`src/rtl/scumvcontroller_response_arbiter.sv`:
```
// Response arbiter for the host-bound byte stream.
// Three sources (ASC, STL, status/telemetry) share one outgoing byte stream.
// Whole packets are granted in round-robin order. Each packet is preceded by
// a one-byte source tag. A stall watchdog aborts a packet whose source stops
// supplying bytes mid-packet and emits ABORT_BYTE in its place.
//
// Ports:
//   clk, reset        system clock, asynchronous active-high reset
//   src_valid/ready   per-source byte handshake (bit0=ASC, bit1=STL, bit2=status)
//   src_data          per-source byte, [8i+7:8i] belongs to source i
//   src_last          per-source end-of-packet flag
//   out_valid/ready   handshake toward the outgoing FIFO
//   out_data          byte toward the outgoing FIFO
//   grant             current owner 0/1/2, 3 = none
//   busy              high whenever the arbiter is not idle
//   timeout_count     saturating count of aborted packets
//
// state  | meaning
// IDLE   | no owner; pick next requester round-robin
// HEADER | emit the source tag of the granted source
// DATA   | forward bytes of the granted source until src_last
// ABORT  | source stalled too long; emit ABORT_BYTE and release
module scumvcontroller_response_arbiter #(
    parameter int unsigned TIMEOUT_CYCLES = 100_000,
    parameter logic [7:0]  TAG_ASC        = 8'h41,
    parameter logic [7:0]  TAG_STL        = 8'h53,
    parameter logic [7:0]  TAG_STS        = 8'h54,
    parameter logic [7:0]  ABORT_BYTE     = 8'hEE
) (
    input  logic        clk,
    input  logic        reset,
    input  logic [2:0]  src_valid,
    output logic [2:0]  src_ready,
    input  logic [23:0] src_data,
    input  logic [2:0]  src_last,
    output logic        out_valid,
    input  logic        out_ready,
    output logic [7:0]  out_data,
    output logic [1:0]  grant,
    output logic        busy,
    output logic [7:0]  timeout_count
);

    typedef enum logic [1:0] {
        IDLE   = 2'd0,
        HEADER = 2'd1,
        DATA   = 2'd2,
        ABORT  = 2'd3
    } state_t;

    localparam logic [23:0] STALL_LIMIT = 24'(TIMEOUT_CYCLES - 1);
    localparam logic [1:0]  NO_GRANT    = 2'd3;

    state_t      state, state_next;
    logic [1:0]  grant_next;
    logic [1:0]  last_grant, last_grant_next;
    logic [23:0] stall_cnt, stall_cnt_next;
    logic [7:0]  timeout_count_next;

    // Padded to 4 entries so a 2-bit grant can index them directly.
    logic [3:0]  req;
    logic [3:0]  ready_vec;

    logic [1:0]  cand0, cand1, cand2;
    logic [1:0]  rr_pick;

    logic        grant_valid;
    logic        grant_last;
    logic [7:0]  grant_byte;
    logic [7:0]  tag_byte;

    function automatic logic [1:0] rr_next(input logic [1:0] g);
        return (g >= 2'd2) ? 2'd0 : g + 2'd1;
    endfunction

    assign req   = {1'b0, src_valid};
    assign cand0 = rr_next(last_grant);
    assign cand1 = rr_next(cand0);
    assign cand2 = rr_next(cand1);

    always_comb begin
        rr_pick = NO_GRANT;
        if (req[cand0])      rr_pick = cand0;
        else if (req[cand1]) rr_pick = cand1;
        else if (req[cand2]) rr_pick = cand2;
    end

    always_comb begin
        grant_valid = 1'b0;
        grant_last  = 1'b0;
        grant_byte  = 8'h00;
        tag_byte    = 8'h00;
        case (grant)
            2'd0: begin
                grant_valid = src_valid[0];
                grant_last  = src_last[0];
                grant_byte  = src_data[7:0];
                tag_byte    = TAG_ASC;
            end
            2'd1: begin
                grant_valid = src_valid[1];
                grant_last  = src_last[1];
                grant_byte  = src_data[15:8];
                tag_byte    = TAG_STL;
            end
            2'd2: begin
                grant_valid = src_valid[2];
                grant_last  = src_last[2];
                grant_byte  = src_data[23:16];
                tag_byte    = TAG_STS;
            end
            default: ;
        endcase
    end

    always_comb begin
        state_next         = state;
        grant_next         = grant;
        last_grant_next    = last_grant;
        stall_cnt_next     = stall_cnt;
        timeout_count_next = timeout_count;
        out_valid          = 1'b0;
        out_data           = 8'h00;
        ready_vec          = 4'b0000;
        case (state)
            IDLE: begin
                if (|src_valid) begin
                    grant_next = rr_pick;
                    state_next = HEADER;
                end
            end
            HEADER: begin
                out_valid = 1'b1;
                out_data  = tag_byte;
                if (out_ready) begin
                    stall_cnt_next = '0;
                    state_next     = DATA;
                end
            end
            DATA: begin
                out_valid        = grant_valid;
                out_data         = grant_byte;
                ready_vec[grant] = out_ready;
                if (grant_valid && out_ready) begin
                    stall_cnt_next = '0;
                    if (grant_last) begin
                        last_grant_next = grant;
                        grant_next      = NO_GRANT;
                        state_next      = IDLE;
                    end
                end else if (!grant_valid) begin
                    // Backpressure (valid but not ready) leaves the counter alone.
                    if (stall_cnt >= STALL_LIMIT) begin
                        state_next = ABORT;
                    end else begin
                        stall_cnt_next = stall_cnt + 24'd1;
                    end
                end
            end
            ABORT: begin
                out_valid = 1'b1;
                out_data  = ABORT_BYTE;
                if (out_ready) begin
                    if (timeout_count != 8'hFF) begin
                        timeout_count_next = timeout_count + 8'd1;
                    end
                    last_grant_next = grant;
                    grant_next      = NO_GRANT;
                    state_next      = IDLE;
                end
            end
            default: state_next = IDLE;
        endcase
    end

    assign src_ready = ready_vec[2:0];
    assign busy      = (state != IDLE);

    always_ff @(posedge clk or posedge reset) begin
        if (reset) begin
            state         <= IDLE;
            grant         <= NO_GRANT;
            last_grant    <= 2'd2;
            stall_cnt     <= '0;
            timeout_count <= 8'h00;
        end else begin
            state         <= state_next;
            grant         <= grant_next;
            last_grant    <= last_grant_next;
            stall_cnt     <= stall_cnt_next;
            timeout_count <= timeout_count_next;
        end
    end

endmodule

```
`config.mk`:
```
export PLATFORM = sky130hd
export DESIGN_NAME = scumvcontroller_response_arbiter
export DESIGN_NICKNAME = d
export VERILOG_FILES = /design/src/rtl/scumvcontroller_response_arbiter.sv
export SDC_FILE = /design/constraint.sdc
export NUM_CORES = 1
export LEC_CHECK = 0
export CORE_MARGIN = 3
export CORE_UTILIZATION = 54
export DETAILED_ROUTE_END_ITERATION = 8
export PLACE_DENSITY = 0.86
export SYNTH_ARGS = -nofsm -noshare
export SYNTH_HDL_FRONTEND = slang
export SYNTH_SLANG_ARGS = --single-unit
export TNS_END_PERCENT = 5
```
`constraint.sdc`:
```
create_clock -name clk -period 4 [get_ports clk]
set_input_delay 1 -clock clk [delete_from_list [all_inputs] [get_ports clk]]
set_output_delay 1 -clock clk [all_outputs]
set_load 0.03 [all_outputs]
```
* Word-level counts from Yosys, hierarchy flattened *
Index checks and enable logic that the tools add are counted.

storage, ports and cells
  register bits after elaboration = 38
  output and inout port bits = 23
  word-level logic and storage cells = 93

operators by class
  $add $sub $neg = 5
  order comparisons = 9
  equal/unequal tests = 15
  mux-type cells = 43
  bitwise gates (word level) = 1
  reductions and logical operators = 15

operators by type and width
  kind                                                         count
  two-way mux 24 bit                                           4
  one-hot mux 24 bit (2 select lines)                          1
  one-hot mux 8 bit (3 select lines)                           2
  two-way mux 2 bit                                            20
  adder 24 x 1 -> 24 bit (second input constant)               1
  >= comparator 24 x 17 -> 1 bit (second input constant)       1
  one-hot mux 7 bit (3 select lines)                           1
  less-than comparator 2 x 3 -> 1 bit (second input constant)  4
  inequality test 3 bit (second input constant)                4
  inequality test 2 bit (second input constant)                5
  adder 8 x 1 -> 8 bit (second input constant)                 1
  inequality test 8 bit (second input constant)                1
  one-hot mux 2 bit (4 select lines)                           1
  AND reduction 4 bit                                          2
  adder 2 x 1 -> 2 bit (second input constant)                 3
  binary-select mux 1 bit (select 2 bit)                       3
  == test 2 bit (second input constant)                        3
  >= comparator 2 bit (second input constant)                  3
  one-hot mux 1 bit (3 select lines)                           2
  one-hot mux 2 bit (3 select lines)                           1
  AND reduction 6 bit                                          1
  nonzero test 2 bit                                           3
  AND reduction 5 bit                                          1
  == test 2 x 1 -> 1 bit (second input constant)               2
  other kinds (13)                                             18

* Longest topological paths before layout *
  depth in word-level cells = 13
  depth in mapped cells = 8
  depth with buffers taken out = 7

* Worst setup path before layout *
Ideal clock, no wire load.

  kind = input to output
  start = input port src_valid[1]
  end = output port out_valid
  data arrival time = 2.046 ns
  required time = 3.000 ns
  setup slack = 0.954 ns
  stages = 2
  buffers on the path = 0
  cells stage by stage = a222oi_1 > o31ai_1

on the way
  word-level cells in the longest chain between the ends = 2

ends and longest elaborated chain
  item                                RTL line  source
  from (decl)                         32        input logic [2:0] src_valid,
  one-hot mux 1 bit (3 select lines)  93        case (grant)
  one-hot mux 1 bit (2 select lines)  125       case (state)
  to (decl)                           36        output logic out_valid,

Every way passes these cells.

* Worst setup path after layout *
Same ends and word-level chain as after synthesis.

==> flow_metrics.env <==
export IMPL_drv_cap=0
export IMPL_tritoncts="yes"
export IMPL_ys_warnings_count=0
export IMPL_final_routed_wirelength_um=5950
export IMPL_timing_worst_slew_pin_value_ns=0.901
export IMPL_detail_route_antenna_nets=0
export IMPL_critical_path_arrival_ns=2.82
export IMPL_synthCells=256
export IMPL_clk_transition_reported_paths_ns=0.07
export IMPL_viasPerCell=6.29
export IMPL_fillerInstances=315
export IMPL_insertedDiodeCount=0
export IMPL_seq_area_frac_synth=0.404
export IMPL_worstSetupStartpointType="input pin"
export IMPL_drive_above_1_share=0.0772
export IMPL_maximum_vdd_drop_mv=0.396
export IMPL_nets=349
export IMPL_postLayoutSetupSlackWorst_ns=0.184
export IMPL_syn_mean_instance_area_um2=9.24
export IMPL_drt_initial_drc_count=163
export IMPL_grt_setup_unrepaired="no"
export IMPL_numClockSinks=38
export IMPL_chipHeight_um=72.2
export IMPL_timing_clock_skew_ns=0.00513
export IMPL_cts_hold_repair_buffers=0
export IMPL_initial_utilization=0.575
export IMPL_min_delay_path_class="reg2reg"
export IMPL_cts_buffers_inserted=5
export IMPL_place_congestion=0.884
export IMPL_final_hold_worst_slack_ns=0.498
export IMPL_design_core_area_um2=4120
export IMPL_number_of_detailed_routing_iterations_run_before_antenna_repair=4
export IMPL_grt_overflow_total=0
export IMPL_post_cts_repair_setup_buffers=0
export IMPL_finalSetupViolations=0
export IMPL_die_width_um=72.2
export IMPL_worstPathRequired_ns=3.00
export IMPL_clk_root_buffer_cell="clkbuf_8"
export IMPL_synth_edff_count=0
export IMPL_post_cts_resize_count=0
export IMPL_run_status="finished clean"
export IMPL_remaining_drc_errors=0
export IMPL_synth_cell_type_count=56
export IMPL_maximum_operating_frequency_mhz=262
export IMPL_via_count=2269
export IMPL_clock_tree_htree_level_count=2
export IMPL_ys_seq_elements=38
export IMPL_io_pins=56
export IMPL_route_detailed_wl_per_inst_um=16.5
export IMPL_layout_core_utilization=0.751
export IMPL_wire_length_of_the_first_global_routing_pass_um=9750
export IMPL_grt_max_degree=25
export IMPL_synth_ff_type="dfrtp_1"
export IMPL_areaGrowthSynthToFinish_pct=30.6
export IMPL_report_power_total_mw=1.99
export IMPL_final_setup_tns_ns=0
export IMPL_synthesis_area_um2=2360
export IMPL_crit_path_max_fanout=5
export IMPL_port_buffers=55
export IMPL_groute_usage_overall=0.235
export IMPL_timing_critical_path_to_type="output pin"
export IMPL_timing_slew_headroom=0.399
export IMPL_placement_setup_worst_slack_ns=0.236
export IMPL_finalCritPeriodShare=0.954
export IMPL_synthesis_nets=295
export IMPL_area_of_the_die_um2=5210
export IMPL_finalHoldViolCount=0
export IMPL_grt_antenna_before_repair=0
export IMPL_slew_violations=0
export IMPL_grt_pass1_vias=2170
export IMPL_period_needed_ns=3.82
export IMPL_rows=23
export IMPL_power_static_leakage_nw=1.34
export IMPL_post_dp_hpwl_um=4240
export IMPL_worstSetupPathType="in2out"
export IMPL_worst_skew_pair_late_latency_ns=0.29
export IMPL_p_per_area_nw_per_um2=645
export IMPL_clockBufferDepth=2
export IMPL_synth_async_reset_ratio=1.00
critical path: stages:
cell	delay, ns
clkdlybuf4s50_1	0.55
a222oi_1	0.14
o31ai_1	0.37
clkdlybuf4s50_1	0.75
cells by family (layout without fill, tap and decap cells):
kind of cell | Yosys count | count (layout) | share of synthesized area
XOR/XNOR | 7 | 7 | 0.0259
buffers and inverters | 22 | 77 | 0.0397
flip-flops | 38 | 38 | 0.404
AO/OA/AOI/OAI | 70 | 70 | 0.228
multiplexers | 8 | 8 | 0.0360
adder cells (fa/ha/maj) | 6 | 6 | 0.0317
AND/OR/NAND/NOR | 105 | 105 | 0.235
metal layers:
metal	vias up	GRT usage	wire length, um	part of all wire
met4	0	0.0856	75	0.013
met2	88	0.380	2760	0.46
met5	-	0	0	0
met1	1079	0.318	2660	0.45
li1	1094	-	-	-
met3	8	0.0416	445	0.075
per-stage QoR:
step,std cells,instance area (um^2)
finish,361,3090
global route,361,3090
CTS,361,3090
detailed placement,353,2950
global placement,353,2950
floorplan,256,2360
report_power, final:
group | switching [mW] | internal, mW | leakage, nW
combinational | 0.619 | 0.417 | 0.769
clock | 0.141 | 0.250 | 0.0683
sequential | 0.101 | 0.464 | 0.503
total | 0.860 | 1.13 | 1.34
synthesized netlist by cell type (2+ instances only):
| cell type | count | area [um^2] |
|---|---|---|
| a2111o_1 | 2 | 22.5 |
| a21o_1 | 2 | 15.0 |
| a21oi_1 | 5 | 25.0 |
| a221oi_1 | 3 | 26.3 |
| a222oi_1 | 10 | 100 |
| a22o_1 | 2 | 17.5 |
| a31oi_1 | 4 | 25.0 |
| and2_1 | 4 | 25.0 |
| and3_1 | 18 | 113 |
| buf_2 | 3 | 15.0 |
| clkbuf_1 | 8 | 30.0 |
| dfrtp_1 | 35 | 876 |
| dfstp_2 | 3 | 78.8 |
| ha_1 | 6 | 75.1 |
| inv_1 | 10 | 37.5 |
| mux2_2 | 3 | 33.8 |
| mux2i_1 | 4 | 40.0 |
| nand2_1 | 25 | 93.8 |
| nand2b_1 | 3 | 18.8 |
| nand3_1 | 7 | 35.0 |
| nand4_1 | 8 | 50.1 |
| nor2_1 | 20 | 75.1 |
| nor2b_1 | 2 | 12.5 |
| nor3_1 | 2 | 10.0 |
| nor4_1 | 4 | 25.0 |
| nor4b_1 | 2 | 17.5 |
| o211ai_1 | 4 | 30.0 |
| o21a_1 | 3 | 22.5 |
| o21ai_0 | 11 | 55.1 |
| o21ai_1 | 5 | 25.0 |
| o22a_1 | 2 | 17.5 |
| o31ai_1 | 4 | 30.0 |
| or4_1 | 4 | 30.0 |
| xnor2_1 | 4 | 35.0 |
| xor2_1 | 3 | 26.3 |
layout by cell type (no fill, tap or decap), drive strengths merged, types with 2 or more instances in the layout:
master / Yosys / final
and2: 5 / 5
dfstp: 3 / 3
mux2i: 4 / 4
o31ai: 4 / 4
a2111o: 2 / 2
nor4: 5 / 5
nand2: 25 / 25
and3: 18 / 18
o22a: 2 / 2
nand3: 7 / 7
nand4: 8 / 8
o21a: 3 / 3
a222oi: 10 / 10
ha: 6 / 6
o21ai: 17 / 17
nor3: 2 / 2
a22o: 2 / 2
buf: 4 / 4
nor4b: 2 / 2
mux2: 4 / 4
nand2b: 3 / 3
o211ai: 4 / 4
xnor2: 4 / 4
xor2: 3 / 3
nor2b: 2 / 2
a31oi: 4 / 4
dfrtp: 35 / 35
or4: 4 / 4
bufinv: 0 / 2
a21o: 2 / 2
inv: 10 / 10
clkbuf: 8 / 5
clkdlybuf4s50: 0 / 55
nor2: 20 / 20
a21oi: 5 / 5
a221oi: 3 / 3
state kept, by name, summed over array words and instances, names as in the netlist:
name and count:
state 2, grant 2, timeout_count 8, last_grant 2, stall_cnt 24
path summary, 6_finish.rpt:
kind	slack (ns)	from	to	cells past startpoint
min in group asynchronous	1.21	reset	stall_cnt[5]$_DFFE_PP0P_	2
max reg2reg	1.20	grant[1]$_DFFE_PP1P_	stall_cnt[15]$_DFFE_PP0P_	9
max	0.18	src_valid[1]	out_valid	4
min	0.50	stall_cnt[0]$_DFFE_PP0P_	stall_cnt[0]$_DFFE_PP0P_	1
min reg2reg	0.50	stall_cnt[0]$_DFFE_PP0P_	stall_cnt[0]$_DFFE_PP0P_	1
max in group asynchronous	2.06	reset	stall_cnt[22]$_DFFE_PP0P_	3
layout make-up:
type	instances	area [um^2]	area share
Timing Repair Buffer	59	581	0.188
Inverter	10	37.5	0.0122
Tap cell	50	62.6	0.0203
Sequential cell	38	955	0.309
Multi-Input combinational cell	196	1320	0.426
Clock inverter	3	68.8	0.0223
Clock buffer	5	68.8	0.0223
Power figures use the tool's default switching activity.
